### config.mk
export PLATFORM = sky130hd
export DESIGN_NAME = xnor_popcount_accumulator
export DESIGN_NICKNAME = d
export VERILOG_FILES = /design/src/rtl/xnor_popcount_accumulator.sv
export SDC_FILE = /design/constraint.sdc
export NUM_CORES = 1
export LEC_CHECK = 0
export CAP_MARGIN = 20
export CORE_UTILIZATION = 52
export CTS_CLUSTER_SIZE = 40
export DETAILED_ROUTE_END_ITERATION = 16
export PLACE_DENSITY_LB_ADDON = 0.08
export SLEW_MARGIN = 20
export SYNTH_ARGS = -nofsm -noshare
export SYNTH_HDL_FRONTEND = slang
export SYNTH_SLANG_ARGS = --single-unit
### constraint.sdc
create_clock -name clk -period 11 [get_ports clk]
set_input_delay 2.2 -clock clk [delete_from_list [all_inputs] [get_ports clk]]
set_output_delay 2.2 -clock clk [all_outputs]
set_load 0.05 [all_outputs]
### src/rtl/xnor_popcount_accumulator.sv
// XNOR/popcount neuron accumulator for the binarized MNIST accelerator.
// Each accepted beat adds the signed match count of LANES activation/weight
// pairs to a saturating accumulator. After cfg_beats beats the result is
// presented through a valid/ready handshake.
//
// state | meaning
// ------+---------------------------------------------------------------
// IDLE  | no neuron in progress, waiting for start
// ACCUM | accepting beats, counting down the remaining beats
// DONE  | result held on out_acc/out_bit/out_sat until the consumer takes it
module xnor_popcount_accumulator #(
    parameter int LANES  = 8,
    parameter int ACC_W  = 12,
    parameter int BEAT_W = 8
) (
    input  logic              clk,
    input  logic              rst_n,
    input  logic              start,
    input  logic [BEAT_W-1:0] cfg_beats,
    input  logic [ACC_W-1:0]  cfg_bias,
    input  logic              in_valid,
    output logic              in_ready,
    input  logic [LANES-1:0]  in_x,
    input  logic [LANES-1:0]  in_w,
    input  logic [LANES-1:0]  in_mask,
    output logic              out_valid,
    input  logic              out_ready,
    output logic [ACC_W-1:0]  out_acc,
    output logic              out_bit,
    output logic              out_sat
);

    typedef enum logic [1:0] {
        IDLE  = 2'd0,
        ACCUM = 2'd1,
        DONE  = 2'd2
    } state_t;

    // Saturation bounds, expressed at ACC_W+1 bits so the unclamped sum fits.
    localparam logic [ACC_W:0] ACC_MAX = {2'b00, {(ACC_W-1){1'b1}}};
    localparam logic [ACC_W:0] ACC_MIN = {2'b11, {(ACC_W-1){1'b0}}};

    state_t             state;
    state_t             state_next;
    logic               start_take;
    logic               accept;
    logic               last_beat;
    logic [ACC_W:0]     match_cnt;
    logic [ACC_W:0]     mask_cnt;
    logic [ACC_W:0]     delta;
    logic [ACC_W:0]     acc_sum;
    logic [ACC_W-1:0]   acc_clamp;
    logic               clamp_hit;
    logic [ACC_W-1:0]   acc;
    logic [BEAT_W-1:0]  count;
    logic               sat;

    function automatic logic [ACC_W:0] popcount(input logic [LANES-1:0] v);
        logic [ACC_W:0] n;
        n = '0;
        for (int i = 0; i < LANES; i++) begin
            n = n + (ACC_W+1)'(v[i]);
        end
        return n;
    endfunction

    // A start is honoured from IDLE, or from DONE when the held result is taken on the same edge.
    assign start_take = start && ((state == IDLE) || ((state == DONE) && out_ready));
    assign accept     = in_valid && (state == ACCUM);
    assign last_beat  = accept && (count == BEAT_W'(1));

    // Per-beat signed popcount and saturating sum.
    always_comb begin
        match_cnt = popcount(~(in_x ^ in_w) & in_mask);
        mask_cnt  = popcount(in_mask);
        delta     = (match_cnt << 1) - mask_cnt;
        acc_sum   = {acc[ACC_W-1], acc} + delta;
        acc_clamp = acc_sum[ACC_W-1:0];
        clamp_hit = 1'b0;
        if ($signed(acc_sum) > $signed(ACC_MAX)) begin
            acc_clamp = ACC_MAX[ACC_W-1:0];
            clamp_hit = 1'b1;
        end else if ($signed(acc_sum) < $signed(ACC_MIN)) begin
            acc_clamp = ACC_MIN[ACC_W-1:0];
            clamp_hit = 1'b1;
        end
    end

    // State register.
    always_ff @(posedge clk) begin
        if (!rst_n) begin
            state <= IDLE;
        end else begin
            state <= state_next;
        end
    end

    // Next-state logic.
    always_comb begin
        state_next = state;
        case (state)
            IDLE: begin
                if (start_take) begin
                    state_next = (cfg_beats == '0) ? DONE : ACCUM;
                end
            end
            ACCUM: begin
                if (last_beat) begin
                    state_next = DONE;
                end
            end
            DONE: begin
                if (start_take) begin
                    state_next = (cfg_beats == '0) ? DONE : ACCUM;
                end else if (out_ready) begin
                    state_next = IDLE;
                end
            end
            default: state_next = IDLE;
        endcase
    end

    // Handshake outputs decoded from state.
    always_comb begin
        in_ready  = (state == ACCUM);
        out_valid = (state == DONE);
    end

    // Accumulator, beat counter, sticky saturation flag and held result.
    always_ff @(posedge clk) begin
        if (!rst_n) begin
            acc     <= '0;
            count   <= '0;
            sat     <= 1'b0;
            out_acc <= '0;
            out_bit <= 1'b0;
            out_sat <= 1'b0;
        end else if (start_take) begin
            acc   <= cfg_bias;
            count <= cfg_beats;
            sat   <= 1'b0;
            if (cfg_beats == '0) begin
                out_acc <= cfg_bias;
                out_bit <= ~cfg_bias[ACC_W-1];
                out_sat <= 1'b0;
            end
        end else if (accept) begin
            acc   <= acc_clamp;
            count <= count - BEAT_W'(1);
            sat   <= sat | clamp_hit;
            if (last_beat) begin
                out_acc <= acc_clamp;
                out_bit <= ~acc_clamp[ACC_W-1];
                out_sat <= sat | clamp_hit;
            end
        end
    end

endmodule

==> metrics.md, run 1 <==
| Metric | Value |
|---|---|
| Mux cell area share after synthesis | `0.380%` |
| DR WL/cell | `between 15 and 20 um` |
| Compound-Gate Fraction of Synth Area | `a little over a quarter` |
| Maximum fanout along the worst path | `10` |
| Area grow syn2layout | `28.7%` |
| Die ar. | `6010 sq um` |
| Period utilisation layout | `between 90% and 100%` |
| Cell taking the most area after synthesis | `dfxtp_1` |
| Core ar. | `between 5000 and 6000 sq um` |
| Syn Area/Cell | `8.04 sq um` |
| Htree depth | `2` |
| Top FF cell, synth | `dfxtp_1` |
| Met3 GRT Util | `3.76%` |
| Share of the synthesized area in the top cell type | `25.0%` |
| Max-cap violation count | `0` |
| Sequential share of the synthesized area | `roughly a quarter` |
| Final count of negative-setup-slack endpoints | `0` |
| Simple-gate share of the synthesized area | `19.3%` |
| GRT Total Usage | `around 27%` |
| ANT cells | `0` |
| Worst hold path class | `register to register` |
| Most common cell after layout, fill and taps aside | `clkdlybuf4s50_1` |
| CP Capture Type | `register` |
| Syn nets | `451` |
| Headroom to the max-slew limit | `51.0%` |
| CTS resizes | `0` |
| Grt met1 use | `38.5%` |
| CP startpoint kind | `input port` |
| Clk_skew | `7.15 ps` |
| Mapped cell area | `2970 sq um` |
| Hold-fix buffers, CTS | `0` |
| Setup Total Neg Slack | `0 ps` |
| Worst Tran Pin Value | `735 ps` |
| GRT overflow | `0` |
| XOR/XNOR share of the synthesized area | `6.50%` |
| Final Cell Area | `3820 sq um` |
| Placer congestion estimate | `~0.89` |
| Clock Tree Root | `clkbuf_8` |
| Area contributors post-synth | `dfxtp_1 (25%), ha_1 (9.3%), fa_1 (7.4%)` |
| DRT Pass-1 Iters | `5` |
| Die Y | `77.5 um` |
| Area after DPL | `3680 sq um` |
| Initial antenna violation count | `0` |
| Yosys cell types | `57` |
| Slowest stage delay, CP | `550 ps` |
| GRT busiest layer | `met2` |
| # nets final | `514` |
| Starting Density | `~54%` |
| Clock latency on the worst-skew pair | `290 ps` |
| Number of synthesized flops with an enable pin | `0` |
| Most frequent cells in the layout | `clkdlybuf4s50_1 (64), dfxtp_1 (37), nand2_1 (36)` |
| Area occupied by multi-input gates | `roughly 2100 sq um` |
| Post-synthesis cell count | `roughly 370` |
| Min Tclk post-route | `9960 ps` |
| Hpwl dp | `around 6000 um` |
| Initial DRC count | `289` |
| Port bufs | `64` |
| Number of global-route vias before repair | `2614` |
| Critical path's slowest cell | `fa_1` |
| Final Max Slew Viols | `0` |
| Register area | `741 sq um` |
| Synth Area in Adders | `between 10% and 20%` |
| Largest net degree at the start of global routing | `32` |
| TritonCTS clock tree | `done` |
| WL final | `7840 um` |
| Status | `finished, final reports clean` |
| Fraction of layout cells with a size suffix above 1 | `5.08%` |
| Clock transition at the registers of the reported paths | `80 ps` |
| First-pass GRT wire length | `12800 um` |
| Fillers | `456` |
| DR vias/cell | `5.80` |
| Hold Fails Final Rpt | `0` |
| Drt drc | `0` |
| Worst path arrival time | `approximately 10000 ps` |
| Rows | `27` |
| Flops & latches, synth | `37` |
| Largest family of logic cells by synthesized area | `compound AO/OA/AOI/OAI gates` |
| Max Fclk | `100 MHz` |
| Postcts setup bufs | `0` |
| Worst EP required | `11190 ps` |
| Max Root-Sink Buffers | `2` |
| Antenna-violating nets left | `0` |
| Synth Warn # | `0` |
| Total CTS buffers | `5` |
| Post-synth ARST share | `0%` |
| Critical path type | `input port to register` |
| Critical Path Most Common Cell | `fa_1` |
| Clk sinks | `37` |
| Die W | `77.5 um` |
| Num ports | `65` |
| RSZ-0062 raised after global routing | `no` |
| DR vias | `approximately 3k` |
| Met2 GRT Util | `41.8%` |
-- cell type report --
cell class,count,share of cell area (%)
Clock buffer,5,1.80
Clock inverter,3,1.80
Inverter,33,3.24
Multi-Input combinational cell,287,53.8
Sequential cell,37,19.4
Tap cell,72,2.36
Timing Repair Buffer,68,17.6
-- through the flow --
stage	util, %	setup slack [ps]	std cells	hold WS (ps)
floorplan	-	1410	369	461
global placement	66.8	867	497	447
detailed placement	66.8	728	497	460
CTS	69.3	1040	505	471
global route	69.3	495	505	509
finish	69.3	1040	505	468
-- kinds of logic after synthesis --
group,Yosys count
AND/OR/NAND/NOR,119
AO/OA/AOI/OAI,111
buffers and inverters,45
flip-flops,37
adder cells (fa/ha/maj),34
XOR/XNOR,22
multiplexers,1
-- critical path: cells and delay by family --
kind / cells / cell delay [ps]
buffers and inverters: 6 / 890
XOR/XNOR: 3 / 390
adder cells (fa/ha/maj): 10 / 3920
AO/OA/AOI/OAI: 9 / 1860
AND/OR/NAND/NOR: 3 / 860
-- final timing paths --
| check | to | startpoint | depth (start not counted) | slack (ps) |
|---|---|---|---|---|
| worst max-delay path | out_acc[7] | in_w[0] | 31 | 1040 |
| worst min-delay path | out_acc[9] | out_acc[9] | 2 | 470 |
| worst max register to register | out_acc[0] | acc[0] | 10 | 8180 |
| worst min register to register | out_acc[9] | out_acc[9] | 2 | 470 |
-- registers in the layout (all words and copies together), names as in the netlist --
name and flops:
sat 1, out_bit 1, state 2, out_acc 12, count 8, out_sat 1
acc 12
-- metal layers --
layer	vias to the layer above	wire (um)
li1	1436	-
met1	1354	3510
met2	126	3540
met3	15	643
met4	0	144
met5	-	0
-- cells in the mapped netlist, types with 2 or more instances --
cell type / number
nand2_1: 36
a21boi_0: 3
nand2b_1: 3
fa_1: 11
a21o_1: 7
nor2b_1: 7
inv_1: 33
or4_1: 2
a31oi_1: 3
ha_1: 22
a211oi_1: 2
nand3_1: 10
and3b_1: 2
clkbuf_1: 10
a221oi_1: 3
o21a_1: 3
dfxtp_1: 37
o221ai_1: 5
xnor2_1: 16
nor2_1: 32
xor2_1: 6
nor3_1: 7
o211a_1: 2
o211ai_1: 13
a21oi_1: 31
o21ai_0: 16
o31ai_1: 4
and2_1: 3
nand3b_1: 2
o21ai_1: 2
or3_1: 10
Power of run 1 is not shown: default switching activity piles up to over one toggle a cycle in this logic, so the estimate is an artifact.
==> run 2, diff against run 1 <==
--- a/config.mk
+++ b/config.mk
@@ -5,7 +5,9 @@
 export SDC_FILE = /design/constraint.sdc
 export NUM_CORES = 1
 export LEC_CHECK = 0
+export ABC_AREA = 0
 export CAP_MARGIN = 20
+export CORE_ASPECT_RATIO = 0.9
 export CORE_UTILIZATION = 52
 export CTS_CLUSTER_SIZE = 40
 export DETAILED_ROUTE_END_ITERATION = 16
==> metrics.md, run 2 (synthesized netlist as in run 1, its figures left out) <==
| Metric | Value |
|---|---|
| Hold-fix buffers, CTS | `0` |
| Hold_sp | `out_sat` |
| Postcts setup bufs | `0` |
| Worst Tran Pin Value | `960 ps` |
| Rows | `25` |
| Critical path type | `input port to register` |
| Clock transition at the registers of the reported paths | `80 ps` |
| Placer congestion estimate | `0.911` |
| Clk_skew | `9.40 ps` |
| Bufs and invs on worst path | `6` |
| Max Fclk | `99.0 MHz` |
| Die Y | `between 70 and 80 um` |
| Area grow syn2layout | `28.3%` |
| Min Tclk post-route | `just over 10000 ps` |
| Worst Reg-to-Reg Cells | `10` |
| Critical Path Most Common Cell | `fa_1` |
| Hpwl dp | `between 6000 and 7000 um` |
| Initial antenna violation count | `0` |
| DR WL/cell | `16.0 um` |
| Setup Total Neg Slack | `0 ps` |
| Starting Density | `55.1%` |
| WL final | `7980 um` |
| CP delay by family, top | `adder cells` |
| DR vias | `2954` |
| Num ports | `65` |
| Clock latency on the worst-skew pair | `about 300 ps` |
| ANT cells | `0` |
| WHS Endpoint | `out_sat` |
| CTS resizes | `0` |
| First-pass GRT wire length | `12700 um` |
| Hold Crit Depth | `2` |
| Die W | `81.6 um` |
| TritonCTS clock tree | `done` |
| GRT overflow | `0` |
| Most frequent cells in the layout | `clkdlybuf4s50_1 (64), dfxtp_1 (37), nand2_1 (36)` |
| CP startpoint kind | `input port` |
| Htree depth | `2` |
| Most common cell after layout, fill and taps aside | `clkdlybuf4s50_1` |
| R2R Path Start | `acc[0]` |
| Total CTS buffers | `5` |
| Initial DRC count | `204` |
| Hold Fails Final Rpt | `0` |
| Die ar. | `6010 sq um` |
| Maximum fanout along the worst path | `10` |
| Largest net degree at the start of global routing | `32` |
| # nets final | `513` |
| Port bufs | `64` |
| Slowest stage delay, CP | `550 ps` |
| Max Root-Sink Buffers | `2` |
| Fraction of layout cells with a size suffix above 1 | `4.86%` |
| Final count of negative-setup-slack endpoints | `0` |
| CP Capture Type | `register` |
| Critical path's slowest cell | `fa_1` |
| Max-cap violation count | `0` |
| DRT Pass-1 Iters | `5` |
| Clock Tree Root | `clkbuf_8` |
| Worst hold path class | `register to register` |
| Drt drc | `0` |
| Period utilisation layout | `91.9%` |
| Antenna-violating nets left | `0` |
| Worst EP required | `11190 ps` |
| Core ar. | `5380 sq um` |
| Status | `finished, final reports clean` |
| Setup slack, reg-to-reg | `8070 ps` |
| Final Max Slew Viols | `0` |
| Clk sinks | `37` |
| GRT Total Usage | `approximately 28%` |
| DR vias/cell | `5.92` |
| Worst path arrival time | `10300 ps` |
| Largest regs | `acc (12), out_acc (12), count (8)` |
| Headroom to the max-slew limit | `about 36%` |
| Number of global-route vias before repair | `2704` |
| Reg2reg end | `acc[0]` |
| RSZ-0062 raised after global routing | `no` |
## run 2: changes by cell type in the layout (fill, tap and decap cells not counted)
cell,previous run,this run
buf_4,4,3
## run 2: worst max path at each step
stage / slack (ps) / depth (start not counted) / startpoint / end
after floorplan: 1410 / 29 / in_w[0] / out_acc[7]
after CTS: 880 / 31 / in_w[0] / out_acc[7]
after global routing: 470 / 31 / in_w[0] / out_acc[7]
final: 900 / 31 / in_w[0] / out_acc[7]
after global placement: 870 / 31 / in_w[0] / out_acc[7]
after detailed placement: 570 / 31 / in_x[0] / out_acc[7]
## run 2: final cells by class
cell class,count,area (sq um)
Multi-Input combinational cell,287,2060
Fill cell,435,1580
Sequential cell,37,741
Timing Repair Buffer,67,663
Inverter,33,124
Tap cell,67,83.8
Clock buffer,5,68.8
Clock inverter,3,68.8
## run 2: metrics by stage
| stage | hold slack, ps | util, % | cells | worst slack, ps | area, sq um |
|---|---|---|---|---|---|
| after floorplan | 461 | - | 369 | 1410 | 2970 |
| after global routing | 499 | 70.7 | 499 | 467 | 3800 |
| after detailed placement | 462 | 68.0 | 490 | 575 | 3660 |
| final | 470 | 70.7 | 499 | 896 | 3800 |
| after CTS | 476 | 70.6 | 498 | 879 | 3800 |
| after global placement | 447 | 68.0 | 490 | 871 | 3660 |
## run 2: routing by layer
metal	part of all wire (%)	wire length (um)	GRT usage [%]	vias up
li1	-	-	-	1441
met1	45	3610	38.1	1371
met2	45	3560	42.1	128
met3	8.5	680	7.20	14
met4	1.6	127	9.75	0
met5	0	0	0	-
## run 2: worst reg2reg max path: stages, from the launching register on
cell and delay [ps]:
dfxtp_1 350, ha_1 170, inv_1 60, fa_1 410, nand2b_1 200, a21oi_2 210
o221ai_2 190, a221oi_4 520, nor2_2 160, or3_1 400, a31oi_1 190
Power of run 2 is left out for the same reason.
==> run 3, diff against run 2 <==
--- a/config.mk
+++ b/config.mk
@@ -5,13 +5,14 @@
 export SDC_FILE = /design/constraint.sdc
 export NUM_CORES = 1
 export LEC_CHECK = 0
-export ABC_AREA = 0
+export ABC_AREA = 1
 export CAP_MARGIN = 20
 export CORE_ASPECT_RATIO = 0.9
-export CORE_UTILIZATION = 52
+export CORE_UTILIZATION = 53
+export CTS_BUF_LIST = sky130_fd_sc_hd__clkbuf_4 sky130_fd_sc_hd__clkbuf_8
 export CTS_CLUSTER_SIZE = 40
 export DETAILED_ROUTE_END_ITERATION = 16
-export PLACE_DENSITY_LB_ADDON = 0.08
+export PLACE_DENSITY_LB_ADDON = 0.25
 export SLEW_MARGIN = 20
 export SYNTH_ARGS = -nofsm -noshare
 export SYNTH_HDL_FRONTEND = slang
==> metrics.md, run 3 <==
| Metric | Value |
|---|---|
| Status | `finished, final reports clean` |
| Max Root-Sink Buffers | `2` |
| Core ar. | `5410 sq um` |
| XOR/XNOR share of the synthesized area | `6.53%` |
| # nets final | `605` |
| Most common cell after layout, fill and taps aside | `nand2_1` |
| Commonest cells post-synth | `nand2_1 (126), inv_1 (81), dfxtp_1 (37)` |
| GRT overflow | `0` |
| Yosys cell types | `34` |
| Fraction of layout cells with a size suffix above 1 | `6.68%` |
| Area contributors post-synth | `dfxtp_1 (24%), nand2_1 (15%), inv_1 (9.9%)` |
| Critical path type | `input port to register` |
| Synth Warn # | `0` |
| Hold_sp | `out_sat` |
| Flops & latches, synth | `37` |
| Initial DRC count | `188` |
| Hold Fails Final Rpt | `0` |
| Clock latency on the worst-skew pair | `300 ps` |
| Min Tclk post-route | `9910 ps` |
| DR vias | `between 3k and 4k` |
| Cell taking the most area after synthesis | `dfxtp_1` |
| Hold-fix buffers, CTS | `0` |
| Hpwl dp | `6020 um` |
| Clock Tree Root | `clkbuf_8` |
| Area grow syn2layout | `25.3%` |
| Final Max Slew Viols | `0` |
| Largest family of logic cells by synthesized area | `simple AND/OR/NAND/NOR gates` |
| WL final | `7570 um` |
| Max-cap violation count | `0` |
| Slowest stage delay, CP | `~540 ps` |
| Post-synth ARST share | `0%` |
| Port bufs | `between 60 and 70` |
| Num ports | `65` |
| DR vias/cell | `between 5 and 6` |
| Top FF cell, synth | `dfxtp_1` |
| Drt drc | `0` |
| Syn Area/Cell | `6.69 sq um` |
| Hold Crit Depth | `2` |
| Setup slack, reg-to-reg | `8740 ps` |
| Mux cell area share after synthesis | `0%` |
| Clk_skew | `about 14 ps` |
| Compound-Gate Fraction of Synth Area | `13.9%` |
| Fillers | `470` |
| Simple-gate share of the synthesized area | `between 20 and 30%` |
| Reg2reg end | `acc[0]` |
| Area occupied by multi-input gates | `1980 sq um` |
| Rows | `25` |
| Htree depth | `2` |
| First-pass GRT wire length | `12500 um` |
| WHS | `approximately 470 ps` |
| Register area | `741 sq um` |
| Worst Tran Pin Value | `between 800 and 900 ps` |
| DRT Pass-1 Iters | `5` |
| RSZ-0062 raised after global routing | `no` |
| CP delay by family, top | `adder cells` |
| Placer congestion estimate | `0.951` |
| Die W | `slightly above 80 um` |
| Period utilisation layout | `90.1%` |
| WHS Endpoint | `out_sat` |
| Most frequent cells in the layout | `nand2_1 (126), inv_1 (81), clkdlybuf4s50_1 (64)` |
| Clock transition at the registers of the reported paths | `90 ps` |
| Critical path's slowest cell | `fa_1` |
| DR WL/cell | `12.8 um` |
| Maximum fanout along the worst path | `9` |
| ANT cells | `0` |
| Postcts setup bufs | `0` |
| Die ar. | `6130 sq um` |
| Worst EP required | `approximately 11000 ps` |
| Sequential share of the synthesized area | `about a quarter` |
| Worst path arrival time | `10070 ps` |
| CTS resizes | `0` |
| Largest net degree at the start of global routing | `29` |
| Top-count cell post-synth | `nand2_1` |
| Number of synthesized flops with an enable pin | `0` |
| R2R Path Start | `acc[0]` |
| Die Y | `about 74 um` |
| Antenna-violating nets left | `0` |
| Post-synthesis cell count | `461` |
| TritonCTS clock tree | `done` |
| GRT Total Usage | `26.8%` |
| Worst hold path class | `register to register` |
| Number of global-route vias before repair | `2792` |
| CP startpoint kind | `input port` |
| Worst Reg-to-Reg Cells | `11` |
| CP Capture Type | `register` |
| Largest regs | `acc (12), out_acc (12), count (8)` |
| Setup Total Neg Slack | `0 ps` |
| Mapped cell area | `between 3000 and 4000 sq um` |
| Initial antenna violation count | `0` |
| Share of the synthesized area in the top cell type | `24.0%` |
| Synth Area in Adders | `between 10% and 20%` |
| Starting Density | `57.0%` |
| Clk sinks | `37` |
| Total CTS buffers | `5` |
| Bufs and invs on worst path | `7` |
| Headroom to the max-slew limit | `41.9%` |
| Max Fclk | `101 MHz` |
| Final count of negative-setup-slack endpoints | `0` |
| Syn nets | `~540` |
==> run 3: cell types whose count changed after synthesis, moves of 10 or more <==
cell      change
nand2_1      +90
inv_1        +48
or2_2        +12
o211ai_1     -10
o21ai_0      +10
or3_1        -10
==> run 3: stage by stage <==
| step | std cells | instance area [sq um] | setup WS (ps) | utilization [%] |
|---|---|---|---|---|
| 2_1_floorplan | 461 | 3080 | 1970 | - |
| 3_3_place_gp | 583 | 3770 | 1080 | 69.6 |
| 5_1_grt | 591 | 3860 | 471 | 71.4 |
| 4_1_cts | 591 | 3860 | 1090 | 71.4 |
| 3_5_place_dp | 583 | 3770 | 794 | 69.6 |
| 6_report | 591 | 3860 | 1090 | 71.4 |
==> run 3: routing by layer <==
layer | up-vias | GRT usage (%) | routed length [um]
li1 | 1579 | - | -
met5 | - | 0 | 0
met4 | 0 | 6.82 | 126
met2 | 107 | 45.6 | 3580
met3 | 15 | 3.44 | 434
met1 | 1394 | 36.0 | 3420
==> run 3: final cells by class <==
class | count | share of cell area, %
Clock buffer | 6 | 2.14
Clock inverter | 2 | 0.356
Inverter | 85 | 8.26
Multi-Input combinational cell | 330 | 51.3
Sequential cell | 37 | 19.2
Tap cell | 67 | 2.17
Timing Repair Buffer | 64 | 16.6
==> run 3: cell families (layout without fill, tap and decap cells) <==
kind of cell,after synthesis,after routing
buffers and inverters,94,157
AOI/OAI and AO/OA,75,75
adders and majority gates,33,33
xor gates and xnor gates,23,23
and+or+nand+nor,199,199
DFF,37,37
==> run 3: tightest hold or removal path, stage by stage, from the launching register on <==
cell	delay (ps)
dfxtp_1	320
nand2_1	60
a21oi_1	50
==> run 3: worst max path at each step <==
stage,from,endpoint,cells after the start
3_5_place_dp,in_w[0],acc[0],34
2_1_floorplan,in_w[0],out_acc[0],33
5_1_grt,in_w[0],acc[3],34
6_report,in_w[0],acc[0],34
3_3_place_gp,in_w[0],out_acc[0],34
4_1_cts,in_w[0],acc[0],34
Power of run 3 is left out for the same reason.
